File: src/rtl/borrow_skip_subtractor_seq.sv
`default_nettype none
// ============================================================================
// Module   : borrow_skip_subtractor_seq
// Function : Multi-cycle a - b - bin, one BLOCK-bit slice per clock, LSB first,
//            with a per-slice borrow-skip path and valid/ready handshakes.
// Revision : 1.0 - initial release
// ============================================================================
module borrow_skip_subtractor_seq #(
    parameter int  WIDTH = 16,
    parameter int  BLOCK = 4,
    localparam int c_N   = WIDTH / BLOCK,
    localparam int c_CW  = $clog2(c_N + 1)
) (
    input  logic              clk,
    input  logic              rst,
    input  logic              in_valid,
    output logic              in_ready,
    input  logic [WIDTH-1:0]  a,
    input  logic [WIDTH-1:0]  b,
    input  logic              bin,
    output logic              out_valid,
    input  logic              out_ready,
    output logic [WIDTH-1:0]  diff,
    output logic              bout,
    output logic [c_CW-1:0]   skip_count
);

    localparam int c_KW = (c_N > 1) ? $clog2(c_N) : 1;

    localparam logic [1:0] c_IDLE = 2'd0;
    localparam logic [1:0] c_RUN  = 2'd1;
    localparam logic [1:0] c_DONE = 2'd2;

    logic [1:0]       r_state;
    logic [1:0]       w_next_state;

    logic [WIDTH-1:0] r_a;
    logic [WIDTH-1:0] r_b;
    logic [WIDTH-1:0] r_diff;
    logic             r_bout;
    logic             r_borrow;
    logic [c_CW-1:0]  r_skip_count;
    logic [c_KW-1:0]  r_k;

    logic [BLOCK-1:0] w_a_sl;
    logic [BLOCK-1:0] w_b_sl;
    logic [BLOCK-1:0] w_d;
    logic             w_ripple_bout;
    logic             w_skip;
    logic             w_slice_bout;
    logic             w_last;
    logic             w_accept;

    // ------------------------------------------------------------------
    // FSM: state register / next-state / outputs
    // ------------------------------------------------------------------
    always_ff @(posedge clk) begin
        if (rst) begin
            r_state <= c_IDLE;
        end else begin
            r_state <= w_next_state;
        end
    end

    always_comb begin
        w_next_state = r_state;
        case (r_state)
            c_IDLE:  if (in_valid)  w_next_state = c_RUN;
            c_RUN:   if (w_last)    w_next_state = c_DONE;
            c_DONE:  if (out_ready) w_next_state = c_IDLE;
            default:                w_next_state = c_IDLE;
        endcase
    end

    always_comb begin
        in_ready  = (r_state == c_IDLE);
        out_valid = (r_state == c_DONE);
    end

    assign w_accept = in_valid && in_ready;
    assign w_last   = (r_k == c_KW'(c_N - 1));

    // ------------------------------------------------------------------
    // Slice datapath
    // ------------------------------------------------------------------
    always_comb begin
        w_a_sl = '0;
        w_b_sl = '0;
        for (int s = 0; s < c_N; s++) begin
            if (r_k == c_KW'(s)) begin
                w_a_sl = r_a[s*BLOCK +: BLOCK];
                w_b_sl = r_b[s*BLOCK +: BLOCK];
            end
        end
    end

    always_comb begin : p_ripple
        logic v_br;
        v_br = r_borrow;
        w_d  = '0;
        for (int i = 0; i < BLOCK; i++) begin
            w_d[i] = w_a_sl[i] ^ w_b_sl[i] ^ v_br;
            v_br   = (~w_a_sl[i] & w_b_sl[i]) | (~(w_a_sl[i] ^ w_b_sl[i]) & v_br);
        end
        w_ripple_bout = v_br;
    end

    // Equal bit pairs everywhere mean the slice just passes its borrow-in through.
    assign w_skip       = &(~(w_a_sl ^ w_b_sl));
    assign w_slice_bout = w_skip ? r_borrow : w_ripple_bout;

    always_ff @(posedge clk) begin
        if (rst) begin
            r_a          <= '0;
            r_b          <= '0;
            r_diff       <= '0;
            r_bout       <= 1'b0;
            r_borrow     <= 1'b0;
            r_skip_count <= '0;
            r_k          <= '0;
        end else if (w_accept) begin
            r_a          <= a;
            r_b          <= b;
            r_diff       <= '0;
            r_bout       <= 1'b0;
            r_borrow     <= bin;
            r_skip_count <= '0;
            r_k          <= '0;
        end else if (r_state == c_RUN) begin
            for (int s = 0; s < c_N; s++) begin
                if (r_k == c_KW'(s)) begin
                    r_diff[s*BLOCK +: BLOCK] <= w_d;
                end
            end
            r_borrow <= w_slice_bout;
            r_k      <= r_k + c_KW'(1);
            if (w_skip) begin
                r_skip_count <= r_skip_count + c_CW'(1);
            end
            if (w_last) begin
                r_bout <= w_slice_bout;
            end
        end
    end

    assign diff       = r_diff;
    assign bout       = r_bout;
    assign skip_count = r_skip_count;

endmodule
`default_nettype wire

File: config.mk
export PLATFORM = sky130hd
export DESIGN_NAME = borrow_skip_subtractor_seq
export DESIGN_NICKNAME = d
export VERILOG_FILES = /design/src/rtl/borrow_skip_subtractor_seq.sv
export SDC_FILE = /design/constraint.sdc
export NUM_CORES = 1
export LEC_CHECK = 0
export BUFFER_PORTS_ARGS = -buffer_cell sky130_fd_sc_hd__buf_2
export CAP_MARGIN = 30
export CORE_MARGIN = 2
export CORE_UTILIZATION = 53
export DETAILED_ROUTE_END_ITERATION = 6
export GPL_TIMING_DRIVEN = 0
export PLACE_DENSITY = 0.9
export SYNTH_ARGS = -nofsm -noshare
export SYNTH_HDL_FRONTEND = slang
export SYNTH_SLANG_ARGS = --single-unit
File: constraint.sdc
create_clock -name clk -period 3.4 [get_ports clk]
set_input_delay 0.17 -clock clk [delete_from_list [all_inputs] [get_ports clk]]
set_output_delay 0.17 -clock clk [all_outputs]
set_load 0.02 [all_outputs]
Yosys cells after proc, flatten, opt, wreduce, memory -nomap -nowiden
Cells that the tools add are included.
- bits in registers: 57
- latch bits: 0
- bits in writable memories: 0
- bits in read-only memories: 0
- input bits: 37
- word-level logic and storage cells: 78
- memories kept: 0
- add/subtract/negate cells: 2
- multipliers: 0
- div/mod/pow operators: 0
- order comparisons: 0
- equality and inequality tests: 8
- shifts and indexed selects: 0
- multiplexer cells: 15
- bitwise gates (word level): 30
- reduce and logical (&&, ||, !) cells: 12
- operator list (cell ; count):
    4-bit 2-to-1 mux ; 8
    1-bit bitwise AND ; 8
    1-bit NOT ; 8
    2-bit AND reduction ; 4
    1-bit bitwise XOR ; 8
    2-bit == test, second input constant ; 3
    2-bit 2-to-1 mux ; 3
    2-bit case mux with 3 select lines ; 1
    5-bit AND reduction ; 1
    2-bit by 1-bit == test with 1-bit output, second input constant ; 2
    2-bit zero test ; 2
    2-bit != test, second input constant ; 2
    4-bit NOT ; 1
    1-bit OR ; 4
    4-bit AND reduction ; 1
    4-bit bitwise XOR ; 1
    3-bit by 1-bit adder with 3-bit output, second input constant ; 1
    1-bit 2-to-1 mux ; 3
    3-bit AND reduction ; 1
    2-bit by 1-bit adder with 2-bit output, second input constant ; 1
    2-bit by 1-bit != test with 1-bit output, second input constant ; 1
    2-bit nonzero test ; 1
    2-bit OR reduction ; 1
    1-bit logical AND ; 1

Longest topological paths before layout
Gate-level depths: netlist of run 1.
- word-level depth: 18
- gate-level depth with buffers: 14

Worst setup path after synthesis of run 1
OpenSTA, ideal clock, no wires.
- path kind: register -> register
- from: register r_k[0]
- to: register r_diff[15] (netlist: diff[15])
- data arrival time: 2.997 ns
- required time: 3.330 ns
- setup slack: 0.333 ns
- stages on the path, launching flop included: 14
- buffers on the path: 1
- clock period less this slack: 3.067 ns
- cells stage by stage: dfxtp_1 > inv_1 > ha_1 > buf_1 > a21oi_1 > o21ai_0 > a22oi_1 > fa_1 > inv_1 > fa_1 > fa_1 > fa_1 > nand3_1 > a21oi_1
- cells in the longest elaborated chain, start to end: 14
- ends and longest elaborated chain (what ; line ; RTL):
    from (decl) ; 43 ; logic [c_KW-1:0] r_k;
    from (signal assigned) ; 136 ; r_k <= r_k + c_KW'(1);
    2-bit zero test ; 90 ; if (r_k == c_KW'(s)) begin
    4-bit 2-to-1 mux (4 in series) ; 90 ;
    1-bit bitwise XOR ; 103 ; v_br = (~w_a_sl[i] & w_b_sl[i]) | (~(w_a_sl[i] ^ w_b_sl[i]) & v_br);
    1-bit NOT ; 103 ;
    1-bit bitwise AND ; 103 ;
    1-bit OR ; 103 ;
    1-bit bitwise AND ; 103 ;
    1-bit OR ; 103 ;
    1-bit bitwise AND ; 103 ;
    1-bit OR ; 103 ;
    1-bit bitwise XOR * ; 102 ; w_d[i] = w_a_sl[i] ^ w_b_sl[i] ^ v_br;
    net w_d[3] ; 47 ; logic [BLOCK-1:0] w_d;
    to (signal, indexed assignment) ; 132 ; r_diff[s*BLOCK +: BLOCK] <= w_d;
    to (decl) ; 39 ; logic [WIDTH-1:0] r_diff;
The timed path passes the listed nets; every way through them passes the cells marked *.
A chain may end at the register's enable or synchronous reset.

Worst setup path after layout of run 1
Same ends and word-level chain as after synthesis.

==> flow_metrics.tcl, run 1 <==
set metrics [dict create \
    status "finished clean" \
    ys_types 32 \
    cts_root_buffer "clkbuf_8" \
    clk_path_buf_depth 2 \
    ys_warn_count 0 \
    nets 451 \
    critPathKind "reg -> reg" \
    finalSetupTns_ps 0 \
    start_util_pct 54.0 \
    cts.sinks 57 \
    combPwrFrac_pct 19.0 \
    p_total_uw 1570 \
    grt_pass1_wl_mm 10.9 \
    layout_common_cells "nand2_1 (86), a21oi_1 (70), buf_2 (63)" \
    leakage_uw 0.00134 \
    peakVddDrop_mv 0.381 \
    arrival_ps 3500 \
    diodes 0 \
    worst_ep_required_time_ps 3670 \
    place_congestion 0.876 \
    die_w_um 75.5 \
    synthesis.instances 333 \
    design_area_um2 3290 \
    io-pin-count 59 \
    die-area_um2 5690 \
    clk_pin_slew_ps 60 \
    worstSetupEndpointType "flip-flop" \
    row_count 26 \
    grt_start_max_net_pins 11 \
    syn_avg_cell_area_um2 8.13 \
    h-tree-depth 3 \
    start_kind "flip-flop" \
    critPathMostFrequentCell "fa_2" \
    crit_path_cell_trace "ha_1 > clkbuf_2 > buf_2 > a22oi_2 > fa_2 > inv_1 > fa_1 > fa_2 > fa_2 > nand3_1 > a21oi_1" \
    synthesis.area_um2 2710 \
    worst_slack_ps 173 \
    mostFrequentLayoutCell "nand2_1" \
    first_global_vias 2430 \
    routed_wirelength_mm 6.75 \
    wl_per_cell_um 14.3 \
    synthesis.nets 383 \
    worstHoldPathType "in -> reg" \
    critical-path-slowest-cell "fa_2" \
    ant_nets 0 \
    rsz0062_at_grt "no" \
    crit_buf_inv 3 \
    period_minus_slack_ps 3230 \
    clock.fmax_mhz 310 \
    antenna_found_initial 0 \
    drv_slew 0 \
    io_buffers 57 \
    core-area_um2 5010 \
    clock_latency_ps 340 \
    seqPwrFrac_pct 45.8 \
    p_int_uw 1140 \
    max-slew-margin-rel_pct 66.0 \
    num_vias 2537 \
    whs_ps 70.1 \
    cts_buffers 9 \
    post_drt_via_cell_ratio 5.36 \
    cp_slowest_stage_delay_ps 620 \
    maxCapViolCount 0 \
    net-switching-power_uw 438 \
    switching_share_pct 27.8 \
    die_h_um 75.5 \
    seq_area_frac_synth_pct 42.2 \
    synth-seq-cells 57 \
    area_delta_synth_final_pct 21.4 \
    finalCritPeriodShare_pct 94.9 \
    worst_pin_slew_ps 510 \
    drt_iter0_drc 113 \
    finalHoldViolations 0 \
    rrSetupSlack_ps 170 \
    track_usage_pct 26.0 \
    setup_violations 0 \
    place_area_um2 3080 \
    dp_hpwl_mm 4.80 \
    p_per_area_nw_per_um2 479 \
    grt_overflow 0 \
    crit_family "adder cells" \
    skew_ps 3.23 \
    post-place-ws_ps -103 \
    cts_tree "built" \
    power_frac_clock_pct 35.2 \
    drive_above_1_share_pct 25.6 \
    drt_first_pass_iters 4 \
    cp_max_fo 10 \
    drcViolationCount 0 \
]
==> per-layer routing <==
metal,routed length (um),up-vias,global-route usage (%)
met4,133,0,11.7
met1,2940,1171,30.8
met2,3280,89,42.9
met5,0,-,0
met3,402,14,8.33
li1,-,1263,-
==> what timing repair did <==
| item | CTS | global route |
|---|---|---|
| cloned | 0 | 0 |
| resized for setup | 3 | 23 |
| hold buffers | 0 | 0 |
| pin swaps | 0 | 3 |
| setup buffers | 0 | 0 |
| endpoints found under the setup margin | 6 | 6 |
==> worst min-delay path, cell delays in order <==
cell     delay (ps)
buf_2            90
nand2_1          50
a21oi_1          50
==> cells by family after synthesis <==
| kind of cell | count (synthesis) | share of synthesized area, % |
|---|---|---|
| AND/OR/NAND/NOR | 120 | 20.4 |
| adder cells (fa/ha/maj) | 13 | 7.12 |
| buffers and inverters | 39 | 8.18 |
| AO/OA/AOI/OAI | 102 | 21.4 |
| XOR/XNOR | 1 | 0.324 |
| flip-flops | 57 | 42.2 |
| multiplexers | 1 | 0.370 |
==> metrics by stage <==
stage,utilization (%),std cells
after CTS,65.0,473
after global routing,65.6,473
after global placement,61.5,460
after floorplan,-,333
after detailed placement,61.5,460
final,65.6,473
==> registers in the layout (all words and copies together) (netlist names) <==
name / cells
skip_count: 3
bout: 1
r_k: 2
r_borrow: 1
r_state: 2
r_b: 16
diff: 16
r_a: 16
==> worst paths after layout <==
check,start,to,cells after the start
setup / recovery,r_k[0]$_SDFFE_PP0P_,diff[15]$_SDFFE_PP0P_,11
hold / removal,a[3],r_a[3]$_SDFFE_PP0P_,3
setup reg to reg,r_k[0]$_SDFFE_PP0P_,diff[15]$_SDFFE_PP0P_,11
hold reg to reg,diff[6]$_SDFFE_PP0P_,diff[6]$_SDFFE_PP0P_,2
==> power groups by stage <==
stage / Combinational [uW] / Clock, uW / Sequential [uW]
4_1_cts: 285 / 563 / 720
5_1_grt: 334 / 594 / 724
2_1_floorplan: 194 / 0 / 735
3_5_place_dp: 282 / 0 / 735
3_3_place_gp: 275 / 0 / 733
6_report: 299 / 554 / 721
==> cell usage after synthesis (all sizes together) <==
| master | number | area [um2] |
|---|---|---|
| a21oi | 70 | 350 |
| a22o | 7 | 61.3 |
| a22oi | 7 | 52.6 |
| a311oi | 4 | 35.0 |
| and4 | 1 | 8.76 |
| buf | 18 | 143 |
| clkbuf | 8 | 30.0 |
| dfxtp | 57 | 1140 |
| fa | 4 | 80.1 |
| ha | 9 | 113 |
| inv | 13 | 48.8 |
| mux2i | 1 | 10.0 |
| nand2 | 86 | 323 |
| nand2b | 3 | 33.8 |
| nand3 | 13 | 65.1 |
| nand3b | 5 | 37.5 |
| nand4 | 1 | 6.26 |
| nand4b | 1 | 15.0 |
| nor2 | 3 | 11.3 |
| nor2b | 2 | 12.5 |
| nor3 | 1 | 5.00 |
| nor3b | 1 | 12.5 |
| o21a | 1 | 7.51 |
| o21ai | 10 | 50.1 |
| o31ai | 3 | 22.5 |
| or3 | 1 | 6.26 |
| or3b | 1 | 8.76 |
| or4 | 1 | 7.51 |
| xnor2 | 1 | 8.76 |
==> final cells by class <==
class,instances,area (um2)
fill,475,1720
multi-input combinational,237,1360
sequential,57,1140
timing repair buffer,57,285
buffer,26,188
clock buffer,13,169
tap,70,87.6
inverter,13,48.8
No activity file was read; power rests on OpenSTA's default activity.
==> run 2: changes to the inputs <==
--- a/config.mk
+++ b/config.mk
@@ -11,6 +11,7 @@
 export CORE_UTILIZATION = 53
 export DETAILED_ROUTE_END_ITERATION = 6
 export GPL_TIMING_DRIVEN = 0
+export MAX_ROUTING_LAYER = met4
 export PLACE_DENSITY = 0.9
 export SYNTH_ARGS = -nofsm -noshare
 export SYNTH_HDL_FRONTEND = slang
==> constraint.sdc (replaced) <==
create_clock -name clk -period 3.4 [get_ports clk]
set_input_delay 0.17 -clock clk [delete_from_list [all_inputs] [get_ports clk]]
set_output_delay 0.17 -clock clk [all_outputs]
set_load 0.005 [all_outputs]
==> flow_metrics.tcl, run 2 (synthesis results as in run 1) <==
set metrics [dict create \
    nFillCells 463 \
    clock_latency_ps 340 \
    drt_iter0_drc 116 \
    clk_path_buf_depth 2 \
    final-seq-area_um2 1140 \
    worstSetupEndpointType "flip-flop" \
    track_usage_pct 25.6 \
    mostFrequentLayoutCell "nand2_1" \
    drcViolationCount 0 \
    grt_pass1_wl_mm 10.5 \
    whs_ps 60.4 \
    drt_first_pass_iters 4 \
    post_drt_via_cell_ratio 5.29 \
    place_congestion 0.891 \
    routed_wirelength_mm 6.54 \
    ant_nets 0 \
    first_global_vias 2385 \
    io_buffers 57 \
    area_delta_synth_final_pct 21.8 \
    die_h_um 75.5 \
    die_w_um 75.5 \
    status "finished clean" \
    layout_common_cells "nand2_1 (86), a21oi_1 (70), buf_2 (63)" \
    worst_pin_slew_ps 498 \
    cts_buffers 9 \
    period_minus_slack_ps 3230 \
    max-slew-margin-rel_pct 66.8 \
    rsz0062_at_grt "no" \
    cts.sinks 57 \
    place_inst 460 \
    antenna_found_initial 0 \
    fin_util_pct 65.8 \
    place_area_um2 3080 \
    peakVddDrop_mv 0.349 \
    start_util_pct 54.0 \
    cts_tree "built" \
    skew_ps 5.49 \
    multi_input_area_um2 1360 \
    p_per_area_nw_per_um2 485 \
    io-pin-count 59 \
    start_kind "flip-flop" \
    arrival_ps 3510 \
    h-tree-depth 3 \
    wl_per_cell_um 13.8 \
    finalHoldViolations 0 \
    cts_root_buffer "clkbuf_8" \
    stdcell_count 475 \
    drive_above_1_share_pct 25.7 \
    maxCapViolCount 0 \
    row_count 26 \
    setup_violations 0 \
    grt_overflow 0 \
    diodes 0 \
    nets 451 \
    die-area_um2 5690 \
    clock.fmax_mhz 309 \
    worstHoldPathType "in -> reg" \
    critPathKind "reg -> reg" \
    design_area_um2 3300 \
    worst_slack_ps 168 \
    cp_max_fo 10 \
    dp_hpwl_mm 4.81 \
    clk_pin_slew_ps 60 \
    hold_buffers 0 \
    core-area_um2 5010 \
    finalCritPeriodShare_pct 95.1 \
    post-place-ws_ps -45.1 \
    worst_ep_required_time_ps 3680 \
    grt_start_max_net_pins 11 \
    drv_slew 0 \
    num_vias 2512 \
    leakage_uw 0.00135 \
]
==> run 2: cell types whose count changed in the layout (fill, tap and decap cells not counted) <==
cell       change
buf_6          +1
buf_4          -1
clkinv_2       +3
bufinv_16      +1
clkbuf_1       +1
clkbuf_8       -3
==> run 2: path summary, 6_finish.rpt <==
path	from	to	slack, ps	cells past startpoint
hold reg to reg	r_a[2]$_SDFFE_PP0P_	r_a[2]$_SDFFE_PP0P_	460	2
setup / recovery	r_k[0]$_SDFFE_PP0P_	diff[7]$_SDFFE_PP0P_	170	11
hold / removal	a[2]	r_a[2]$_SDFFE_PP0P_	60	3
setup reg to reg	r_k[0]$_SDFFE_PP0P_	diff[7]$_SDFFE_PP0P_	170	11
==> run 2: worst max-delay path, cell delays in order, from the launching register on <==
cell and delay, ps:
dfxtp_2 340, ha_1 220, clkbuf_2 210, buf_2 240, a22oi_2 260, fa_2 240
inv_1 50, fa_1 380, fa_2 370, fa_2 630, nand3_1 100, a21oi_1 120
==> run 2: final cells by class <==
cell class | instances | area share, %
Buffer | 26 | 5.81
Clock buffer | 11 | 3.98
Clock inverter | 4 | 1.37
Inverter | 13 | 1.48
Multi-Input combinational cell | 237 | 41.4
Sequential cell | 57 | 34.7
Tap cell | 70 | 2.66
Timing Repair Buffer | 57 | 8.65
==> run 2: power breakdown <==
| part | total [uW] | internal [uW] | switching (uW) |
|---|---|---|---|
| Clock | 591 | 331 | 260 |
| Sequential | 721 | 701 | 20.6 |
| Combinational | 288 | 123 | 165 |
==> run 2: through the flow <==
step	power [uW]	TNS, ps
after floorplan	923	0
after global placement	1000	-64.2
after detailed placement	1010	-169
after CTS	1590	0
after global routing	1670	0
final	1600	0
==> run 2: repair_timing <==
action,CTS,global route
setup endpoints to repair,5,6
resized for setup,4,22
pin swaps,0,4
setup buffers,0,0
==> run 2: metal layers <==
metal,routed length (um),vias up,GRT usage (%)
met5,0,-,-
met3,329,15,7.54
met4,148,0,12.5
li1,-,1268,-
met2,3190,69,40.6
met1,2870,1160,29.6
